File: src/rtl/k10_lsu_if.sv
// Signal bundle between the K10 load/store unit, the EX stage, the PMP checker and the data bus.
// The slave view belongs to the LSU; the master view belongs to whatever drives it.
interface k10_lsu_if;
    logic        i_req_valid;
    logic        o_req_ready;
    logic        i_req_we;
    logic [1:0]  i_req_size;
    logic        i_req_unsigned;
    logic [31:0] i_req_addr;
    logic [31:0] i_req_wdata;

    logic [31:0] o_pmp_addr;
    logic        o_pmp_read;
    logic        o_pmp_write;
    logic        i_pmp_allowed;

    logic        o_bus_req;
    logic        i_bus_gnt;
    logic [31:0] o_bus_addr;
    logic        o_bus_we;
    logic [3:0]  o_bus_be;
    logic [31:0] o_bus_wdata;
    logic        i_bus_rvalid;
    logic [31:0] i_bus_rdata;
    logic        i_bus_err;

    logic        o_rsp_valid;
    logic [31:0] o_rsp_rdata;
    logic        o_rsp_exc;
    logic [3:0]  o_rsp_cause;
    logic [31:0] o_rsp_tval;
    logic        o_busy;

    modport slave (
        input  i_req_valid, i_req_we, i_req_size, i_req_unsigned, i_req_addr, i_req_wdata,
        input  i_pmp_allowed,
        input  i_bus_gnt, i_bus_rvalid, i_bus_rdata, i_bus_err,
        output o_req_ready,
        output o_pmp_addr, o_pmp_read, o_pmp_write,
        output o_bus_req, o_bus_addr, o_bus_we, o_bus_be, o_bus_wdata,
        output o_rsp_valid, o_rsp_rdata, o_rsp_exc, o_rsp_cause, o_rsp_tval,
        output o_busy
    );

    modport master (
        output i_req_valid, i_req_we, i_req_size, i_req_unsigned, i_req_addr, i_req_wdata,
        output i_pmp_allowed,
        output i_bus_gnt, i_bus_rvalid, i_bus_rdata, i_bus_err,
        input  o_req_ready,
        input  o_pmp_addr, o_pmp_read, o_pmp_write,
        input  o_bus_req, o_bus_addr, o_bus_we, o_bus_be, o_bus_wdata,
        input  o_rsp_valid, o_rsp_rdata, o_rsp_exc, o_rsp_cause, o_rsp_tval,
        input  o_busy
    );
endinterface

File: src/rtl/k10_lsu.sv
// K10 load/store unit: one request at a time, alignment + PMP check, single data-bus access,
// sign/zero-extended load return and lane-replicated store data.
module k10_lsu (
    input  logic        i_clk,
    input  logic        i_rst_n,
    k10_lsu_if.slave    lsu
);

    typedef enum logic [2:0] {
        ST_IDLE  = 3'd0,
        ST_FAULT = 3'd1,
        ST_REQ   = 3'd2,
        ST_WAIT  = 3'd3,
        ST_RESP  = 3'd4
    } state_t;

    localparam logic [3:0] CAUSE_LD_MISALIGN = 4'd4;
    localparam logic [3:0] CAUSE_LD_FAULT    = 4'd5;
    localparam logic [3:0] CAUSE_ST_MISALIGN = 4'd6;
    localparam logic [3:0] CAUSE_ST_FAULT    = 4'd7;

    state_t      state_r;
    state_t      state_next_s;

    logic        we_r;
    logic [1:0]  size_r;
    logic        unsigned_r;
    logic [31:0] addr_r;
    logic [31:0] wdata_r;
    logic [3:0]  cause_r;
    logic [31:0] rdata_r;
    logic        err_r;

    logic        accept_s;
    logic        misaligned_s;
    logic        fault_s;

    // Size 3 is treated exactly like a word everywhere.
    function automatic logic is_misaligned(input logic [1:0] size, input logic [1:0] off);
        logic mis;
        case (size)
            2'd0:    mis = 1'b0;
            2'd1:    mis = off[0];
            default: mis = (off != 2'b00);
        endcase
        return mis;
    endfunction

    function automatic logic [3:0] calc_be(input logic [1:0] size, input logic [1:0] off);
        logic [3:0] be;
        case (size)
            2'd0:    be = 4'b0001 << off;
            2'd1:    be = 4'b0011 << {off[1], 1'b0};
            default: be = 4'b1111;
        endcase
        return be;
    endfunction

    function automatic logic [31:0] lane_wdata(input logic [1:0] size, input logic [31:0] wdata);
        logic [31:0] wd;
        case (size)
            2'd0:    wd = {4{wdata[7:0]}};
            2'd1:    wd = {2{wdata[15:0]}};
            default: wd = wdata;
        endcase
        return wd;
    endfunction

    function automatic logic [31:0] load_extract(input logic [1:0]  size,
                                                 input logic        uns,
                                                 input logic [1:0]  off,
                                                 input logic [31:0] rdata);
        logic [31:0] sh;
        logic [31:0] res;
        sh = rdata >> {off, 3'b000};
        case (size)
            2'd0: begin
                if (uns) begin
                    res = {24'd0, sh[7:0]};
                end else begin
                    res = {{24{sh[7]}}, sh[7:0]};
                end
            end
            2'd1: begin
                if (uns) begin
                    res = {16'd0, sh[15:0]};
                end else begin
                    res = {{16{sh[15]}}, sh[15:0]};
                end
            end
            default: res = sh;
        endcase
        return res;
    endfunction

    assign accept_s     = lsu.i_req_valid & (state_r == ST_IDLE);
    assign misaligned_s = is_misaligned(lsu.i_req_size, lsu.i_req_addr[1:0]);
    assign fault_s      = misaligned_s | ~lsu.i_pmp_allowed;

    // The PMP is queried straight from the request lines, so its verdict is ready in the accept cycle.
    assign lsu.o_pmp_addr  = lsu.i_req_addr;
    assign lsu.o_pmp_read  = lsu.i_req_valid & ~lsu.i_req_we;
    assign lsu.o_pmp_write = lsu.i_req_valid &  lsu.i_req_we;

    // State register.
    always_ff @(posedge i_clk or negedge i_rst_n) begin
        if (!i_rst_n) begin
            state_r <= ST_IDLE;
        end else begin
            state_r <= state_next_s;
        end
    end

    // Next-state logic; misalignment outranks a PMP denial, and neither ever reaches the bus.
    always_comb begin
        state_next_s = state_r;
        case (state_r)
            ST_IDLE: begin
                if (accept_s) begin
                    if (fault_s) begin
                        state_next_s = ST_FAULT;
                    end else begin
                        state_next_s = ST_REQ;
                    end
                end else begin
                    state_next_s = ST_IDLE;
                end
            end
            ST_FAULT: state_next_s = ST_IDLE;
            ST_REQ: begin
                if (lsu.i_bus_gnt) begin
                    state_next_s = ST_WAIT;
                end else begin
                    state_next_s = ST_REQ;
                end
            end
            ST_WAIT: begin
                if (lsu.i_bus_rvalid) begin
                    state_next_s = ST_RESP;
                end else begin
                    state_next_s = ST_WAIT;
                end
            end
            ST_RESP: state_next_s = ST_IDLE;
            default: state_next_s = ST_IDLE;
        endcase
    end

    // Request capture at accept.
    always_ff @(posedge i_clk or negedge i_rst_n) begin
        if (!i_rst_n) begin
            we_r       <= 1'b0;
            size_r     <= 2'd0;
            unsigned_r <= 1'b0;
            addr_r     <= 32'd0;
            wdata_r    <= 32'd0;
            cause_r    <= 4'd0;
        end else if (accept_s) begin
            we_r       <= lsu.i_req_we;
            size_r     <= lsu.i_req_size;
            unsigned_r <= lsu.i_req_unsigned;
            addr_r     <= lsu.i_req_addr;
            wdata_r    <= lsu.i_req_wdata;
            if (misaligned_s) begin
                cause_r <= lsu.i_req_we ? CAUSE_ST_MISALIGN : CAUSE_LD_MISALIGN;
            end else begin
                cause_r <= lsu.i_req_we ? CAUSE_ST_FAULT : CAUSE_LD_FAULT;
            end
        end
    end

    // Bus response capture; the error flag is cleared on every accept so a stale one cannot leak.
    always_ff @(posedge i_clk or negedge i_rst_n) begin
        if (!i_rst_n) begin
            rdata_r <= 32'd0;
            err_r   <= 1'b0;
        end else if ((state_r == ST_WAIT) && lsu.i_bus_rvalid) begin
            rdata_r <= lsu.i_bus_rdata;
            err_r   <= lsu.i_bus_err;
        end else if (accept_s) begin
            rdata_r <= 32'd0;
            err_r   <= 1'b0;
        end
    end

    // Outputs decode from registered state and captured fields only.
    always_comb begin
        lsu.o_req_ready = 1'b0;
        lsu.o_bus_req   = 1'b0;
        lsu.o_bus_addr  = 32'd0;
        lsu.o_bus_we    = 1'b0;
        lsu.o_bus_be    = 4'd0;
        lsu.o_bus_wdata = 32'd0;
        lsu.o_rsp_valid = 1'b0;
        lsu.o_rsp_rdata = 32'd0;
        lsu.o_rsp_exc   = 1'b0;
        lsu.o_rsp_cause = 4'd0;
        lsu.o_rsp_tval  = 32'd0;
        lsu.o_busy      = 1'b1;
        case (state_r)
            ST_IDLE: begin
                lsu.o_req_ready = 1'b1;
                lsu.o_busy      = 1'b0;
            end
            ST_FAULT: begin
                lsu.o_rsp_valid = 1'b1;
                lsu.o_rsp_exc   = 1'b1;
                lsu.o_rsp_cause = cause_r;
                lsu.o_rsp_tval  = addr_r;
            end
            ST_REQ: begin
                lsu.o_bus_req   = 1'b1;
                lsu.o_bus_addr  = {addr_r[31:2], 2'b00};
                lsu.o_bus_we    = we_r;
                lsu.o_bus_be    = calc_be(size_r, addr_r[1:0]);
                lsu.o_bus_wdata = lane_wdata(size_r, wdata_r);
            end
            ST_WAIT: begin
                lsu.o_busy = 1'b1;
            end
            ST_RESP: begin
                lsu.o_rsp_valid = 1'b1;
                if (err_r) begin
                    lsu.o_rsp_exc   = 1'b1;
                    lsu.o_rsp_cause = we_r ? CAUSE_ST_FAULT : CAUSE_LD_FAULT;
                    lsu.o_rsp_tval  = addr_r;
                end else if (!we_r) begin
                    lsu.o_rsp_rdata = load_extract(size_r, unsigned_r, addr_r[1:0], rdata_r);
                end else begin
                    lsu.o_rsp_rdata = 32'd0;
                end
            end
            default: begin
                lsu.o_req_ready = 1'b0;
                lsu.o_busy      = 1'b0;
            end
        endcase
    end

endmodule
File: src/flat_wrapper.sv
// flat-port wrapper written by rule: the top's interface ports become plain ports
module k10_lsu_flat 
  (i_clk, i_rst_n, lsu_i_req_valid, lsu_i_req_we, lsu_i_req_size, lsu_i_req_unsigned, lsu_i_req_addr, lsu_i_req_wdata, lsu_i_pmp_allowed, lsu_i_bus_gnt, lsu_i_bus_rvalid, lsu_i_bus_rdata, lsu_i_bus_err, lsu_o_req_ready, lsu_o_pmp_addr, lsu_o_pmp_read, lsu_o_pmp_write, lsu_o_bus_req, lsu_o_bus_addr, lsu_o_bus_we, lsu_o_bus_be, lsu_o_bus_wdata, lsu_o_rsp_valid, lsu_o_rsp_rdata, lsu_o_rsp_exc, lsu_o_rsp_cause, lsu_o_rsp_tval, lsu_o_busy);
  k10_lsu_if lsu_i ();
  input  logic i_clk;
  input  logic i_rst_n;
  input wire logic [$bits(lsu_i.i_req_valid)-1:0] lsu_i_req_valid;
  input wire logic [$bits(lsu_i.i_req_we)-1:0] lsu_i_req_we;
  input wire logic [$bits(lsu_i.i_req_size)-1:0] lsu_i_req_size;
  input wire logic [$bits(lsu_i.i_req_unsigned)-1:0] lsu_i_req_unsigned;
  input wire logic [$bits(lsu_i.i_req_addr)-1:0] lsu_i_req_addr;
  input wire logic [$bits(lsu_i.i_req_wdata)-1:0] lsu_i_req_wdata;
  input wire logic [$bits(lsu_i.i_pmp_allowed)-1:0] lsu_i_pmp_allowed;
  input wire logic [$bits(lsu_i.i_bus_gnt)-1:0] lsu_i_bus_gnt;
  input wire logic [$bits(lsu_i.i_bus_rvalid)-1:0] lsu_i_bus_rvalid;
  input wire logic [$bits(lsu_i.i_bus_rdata)-1:0] lsu_i_bus_rdata;
  input wire logic [$bits(lsu_i.i_bus_err)-1:0] lsu_i_bus_err;
  output wire logic [$bits(lsu_i.o_req_ready)-1:0] lsu_o_req_ready;
  output wire logic [$bits(lsu_i.o_pmp_addr)-1:0] lsu_o_pmp_addr;
  output wire logic [$bits(lsu_i.o_pmp_read)-1:0] lsu_o_pmp_read;
  output wire logic [$bits(lsu_i.o_pmp_write)-1:0] lsu_o_pmp_write;
  output wire logic [$bits(lsu_i.o_bus_req)-1:0] lsu_o_bus_req;
  output wire logic [$bits(lsu_i.o_bus_addr)-1:0] lsu_o_bus_addr;
  output wire logic [$bits(lsu_i.o_bus_we)-1:0] lsu_o_bus_we;
  output wire logic [$bits(lsu_i.o_bus_be)-1:0] lsu_o_bus_be;
  output wire logic [$bits(lsu_i.o_bus_wdata)-1:0] lsu_o_bus_wdata;
  output wire logic [$bits(lsu_i.o_rsp_valid)-1:0] lsu_o_rsp_valid;
  output wire logic [$bits(lsu_i.o_rsp_rdata)-1:0] lsu_o_rsp_rdata;
  output wire logic [$bits(lsu_i.o_rsp_exc)-1:0] lsu_o_rsp_exc;
  output wire logic [$bits(lsu_i.o_rsp_cause)-1:0] lsu_o_rsp_cause;
  output wire logic [$bits(lsu_i.o_rsp_tval)-1:0] lsu_o_rsp_tval;
  output wire logic [$bits(lsu_i.o_busy)-1:0] lsu_o_busy;
  assign lsu_i.i_req_valid = lsu_i_req_valid;
  assign lsu_i.i_req_we = lsu_i_req_we;
  assign lsu_i.i_req_size = lsu_i_req_size;
  assign lsu_i.i_req_unsigned = lsu_i_req_unsigned;
  assign lsu_i.i_req_addr = lsu_i_req_addr;
  assign lsu_i.i_req_wdata = lsu_i_req_wdata;
  assign lsu_i.i_pmp_allowed = lsu_i_pmp_allowed;
  assign lsu_i.i_bus_gnt = lsu_i_bus_gnt;
  assign lsu_i.i_bus_rvalid = lsu_i_bus_rvalid;
  assign lsu_i.i_bus_rdata = lsu_i_bus_rdata;
  assign lsu_i.i_bus_err = lsu_i_bus_err;
  assign lsu_o_req_ready = lsu_i.o_req_ready;
  assign lsu_o_pmp_addr = lsu_i.o_pmp_addr;
  assign lsu_o_pmp_read = lsu_i.o_pmp_read;
  assign lsu_o_pmp_write = lsu_i.o_pmp_write;
  assign lsu_o_bus_req = lsu_i.o_bus_req;
  assign lsu_o_bus_addr = lsu_i.o_bus_addr;
  assign lsu_o_bus_we = lsu_i.o_bus_we;
  assign lsu_o_bus_be = lsu_i.o_bus_be;
  assign lsu_o_bus_wdata = lsu_i.o_bus_wdata;
  assign lsu_o_rsp_valid = lsu_i.o_rsp_valid;
  assign lsu_o_rsp_rdata = lsu_i.o_rsp_rdata;
  assign lsu_o_rsp_exc = lsu_i.o_rsp_exc;
  assign lsu_o_rsp_cause = lsu_i.o_rsp_cause;
  assign lsu_o_rsp_tval = lsu_i.o_rsp_tval;
  assign lsu_o_busy = lsu_i.o_busy;
  k10_lsu u_core (.i_clk(i_clk), .i_rst_n(i_rst_n), .lsu(lsu_i));
endmodule
File: config.mk
export PLATFORM = sky130hd
export DESIGN_NAME = k10_lsu_flat
export DESIGN_NICKNAME = d
export VERILOG_FILES = /design/src/rtl/k10_lsu_if.sv /design/src/rtl/k10_lsu.sv /design/src/flat_wrapper.sv
export SDC_FILE = /design/constraint.sdc
export NUM_CORES = 1
export LEC_CHECK = 0
export ABC_AREA = 1
export CORE_MARGIN = 2
export CORE_UTILIZATION = 45
export CTS_CLUSTER_SIZE = 16
export DETAILED_ROUTE_END_ITERATION = 7
export GPL_TIMING_DRIVEN = 0
export HOLD_SLACK_MARGIN = 0.1
export PLACE_DENSITY = 0.95
export SLEW_MARGIN = 5
export SYNTH_ARGS = -nofsm -noshare
export SYNTH_HDL_FRONTEND = slang
export SYNTH_SLANG_ARGS = --single-unit
File: constraint.sdc
create_clock -name i_clk -period 3.7 [get_ports i_clk]
set_input_delay 0.37 -clock i_clk [delete_from_list [all_inputs] [get_ports i_clk]]
set_output_delay 0.37 -clock i_clk [all_outputs]
set_load 0.01 [all_outputs]
==> qor.txt <==
Clk sink count = 106
Hold Path Stages = 2
First-pass iteration count of the detailed router = 5
Worst path required time = 3.33 ns
Max cap viols = 0
Vias in the first global route = 6768
GRT Util Overall = 0.315
Post-synth top area share = 0.445
Slew margin rel. = 0.553
Die Ht = 119 um
Worst-path cell chain = buf_2 > inv_2 > nor2_1 > buf_2 > a22oi_1 > a21oi_1 > clkdlybuf4s50_1
WL final = 22700 um
Critical path peak fanout = 10
Critical path endpoint = lsu_o_rsp_rdata[5]
Synth Warn # = 0
Clock skew = 0.00499 ns
Synth area leaders = dfrtp_1 45%, nand2_1 14%, nor2_1 8.2%
Top FF cell, synth = dfrtp_1
Critical R2R Capture = u_core.addr_r[6]
Antenna viol nets, final = 0
Sequential fraction of the synthesis area = 0.445
Avg Inst Size Synth = 7.00 um^2
RSZ-0062 raised after global routing = no
Highest Clock Rate = 324 MHz
Post-synth EDFFs = 0
DR vias = 6856
Crit path DAT = 2.72 ns
Hold Vio Cnt, Final = 0
Minimum clock period after layout = 3.09 ns
Largest stage delay, worst path = 0.58 ns
Routed len/inst = 17.1 um
Worst slack, placed = 1.16 ns
Status = complete, no violations
P_leak = 4.39 nW
H-tree Lvls = 3
Initial Utilization = 0.455
Reg2Reg Setup Slack = 1.93 ns
Clk_lat worst skew = 0.35 ns
Mapped Area = 5960 um^2
Crit path setup slack, layout = 0.610 ns
First-pass GRT wire length = 34900 um
Post-synthesis cell count = 851
Slew at the pin closest to its max-slew limit = 0.670 ns
Startpoint Class = flop
Worst Setup End Kind = output port
Drt initial violations = 649
Resize count post-CTS = 0
I/O Buffers = 279
CTS tree = built
Worst hold path type = flop to flop
Ratio of cells with drive above 1 in the final layout = 0.0835
Critical setup path kind = flop to output port
RePlAce Congestion = 0.966
CP max stage cell = clkdlybuf4s50_1
Die area = 14200 um^2
FF-to-FF Start = u_core.state_r[0]
Chip width = 119 um
Vias per std cell = 5.16
Total congestion overflow = 0
Synthesized flop and latch total = 106
Core Util, Final = 0.714
Synth unique cells = 29
Pins over their slew limit = 0
Clock transition at path regs = 0.07 ns
Post-synth top area cell = dfrtp_1
Post-synth ARST share = 1.00
Pwr dens = 690 nW/um^2
Clock Tree Root = clkbuf_16
Final Setup Violations = 0
Initial antenna violation count = 1
Dpl hpwl = 17400 um
Period utilization = 0.835
Crit path launch = u_core.addr_r[0]
Critical path's most frequent cell = buf_2
Nets = 1252
Largest net degree at the start of global routing = 59
Core ar. = 13100 um^2
P&R area growth vs syn = 56.8%
Maximum VDD drop = 409 uV
# DRC = 0
Reg2Reg Depth = 7
Core Rows = 42
CTS buffer count = 9
Clk buf depth = 2
IO Count = 283
[cell usage after synthesis, types with 3 or more instances]
cell / count
a21oi_1: 32
a22oi_1: 5
a31oi_1: 3
buf_2: 24
buf_4: 36
clkbuf_1: 21
dfrtp_1: 106
inv_1: 95
inv_2: 9
nand2_1: 228
nand2_2: 3
nand3_1: 16
nand4_1: 8
nor2_1: 130
nor3_1: 11
o21ai_0: 88
o21ai_1: 14
o22ai_1: 8
[how the worst min path moves through the flow]
stage                  startpoint                 end  slack, ns
3_3_place_gp    u_core.cause_r[2]   u_core.cause_r[2]       0.44
4_1_cts         u_core.cause_r[2]   u_core.cause_r[2]       0.46
2_1_floorplan             i_rst_n    u_core.addr_r[0]       0.07
5_1_grt        u_core.wdata_r[22]  u_core.wdata_r[22]       0.51
6_report        u_core.cause_r[2]   u_core.cause_r[2]       0.46
3_5_place_dp              i_rst_n  u_core.rdata_r[22]       0.44
[cell usage in the layout, fill, tap and decap left out, types with 3 or more instances in the layout]
cell type,synthesis,layout
a21oi_1,32,32
a22oi_1,5,5
a31oi_1,3,3
buf_2,24,24
buf_4,36,37
clkbuf_1,21,22
clkbuf_16,0,9
clkdlybuf4s50_1,0,278
conb_1,1,3
dfrtp_1,106,106
inv_1,95,95
inv_2,9,9
nand2_1,228,228
nand2_2,3,3
nand3_1,16,16
nand4_1,8,8
nor2_1,130,130
nor3_1,11,11
o21ai_0,88,88
o21ai_1,14,14
o22ai_1,8,8
[flip-flops by register name, indices dropped and copies added (netlist names)]
register,flops
u_core.err_r,1
u_core.addr_r,32
u_core.wdata_r,32
u_core.state_r,3
u_core.rdata_r,32
u_core.unsigned_r,1
u_core.cause_r,3
u_core.size_r,2
[kinds of logic (layout without fill, tap and decap cells)]
| group | after synthesis | count (layout) | share of synthesized area |
|---|---|---|---|
| DFF | 106 | 106 | 0.445 |
| buffers and inverters | 190 | 487 | 0.150 |
| AOI/OAI and AO/OA | 152 | 152 | 0.133 |
| other | 1 | 5 | 0.000630 |
| and+or+nand+nor | 402 | 402 | 0.271 |
[routing by layer]
layer  up-vias  wire length [um]  part of all wire  global-route usage
met5         -                 0                 0                   0
met4         0               776             0.034               0.125
met3        61              2150             0.094              0.0824
met2       386             11100              0.49               0.540
met1      3215              8660              0.38               0.377
li1       3194                 -                 -                   -
[report_power, final]
| group | switching, mW | internal (mW) |
|---|---|---|
| logic | 2.14 | 1.37 |
| registers | 0.255 | 1.63 |
| clock network | 0.435 | 0.610 |
[worst max-delay path: cells and delay by family, from the launching register on]
kind	cells	cell delay [ns]
flops	1	0.35
simple gates	1	0.41
buf+inv	4	1.22
compound gates	2	0.39
[stage by stage]
stage                     instance area [um^2]  instances  hold WS [ns]  power (mW)  TNS [ns]
final                                     9340       1328         0.462        6.45         0
after global placement                    8980       1308         0.438        5.22   -180.18
after floorplan                           5960        853        0.0744        3.73         0
after detailed placement                  9000       1309         0.443        5.33         0
after CTS                                 9330       1326         0.460        6.40         0
after global routing                      9340       1327         0.505        6.83         0
[layout make-up]
type                    instances  area (um^2)
well taps                     176          220
flip-flops and latches        106         2650
multi-input cells             557         2420
repair buffers                281         2830
inverters                     105          394
diodes                          2         5.00
clock inverters                 5         77.6
plain buffers                  85          499
fillers                       987         3750
clock buffers                  11          243
[repair_timing]
| item | 4_1_cts | 5_1_grt |
|---|---|---|
| buffers inserted | 0 | 0 |
| hold buffers | 1 | 0 |
| hold endpoints to repair | 48 | 0 |
(Power assumes the default switching activity.)
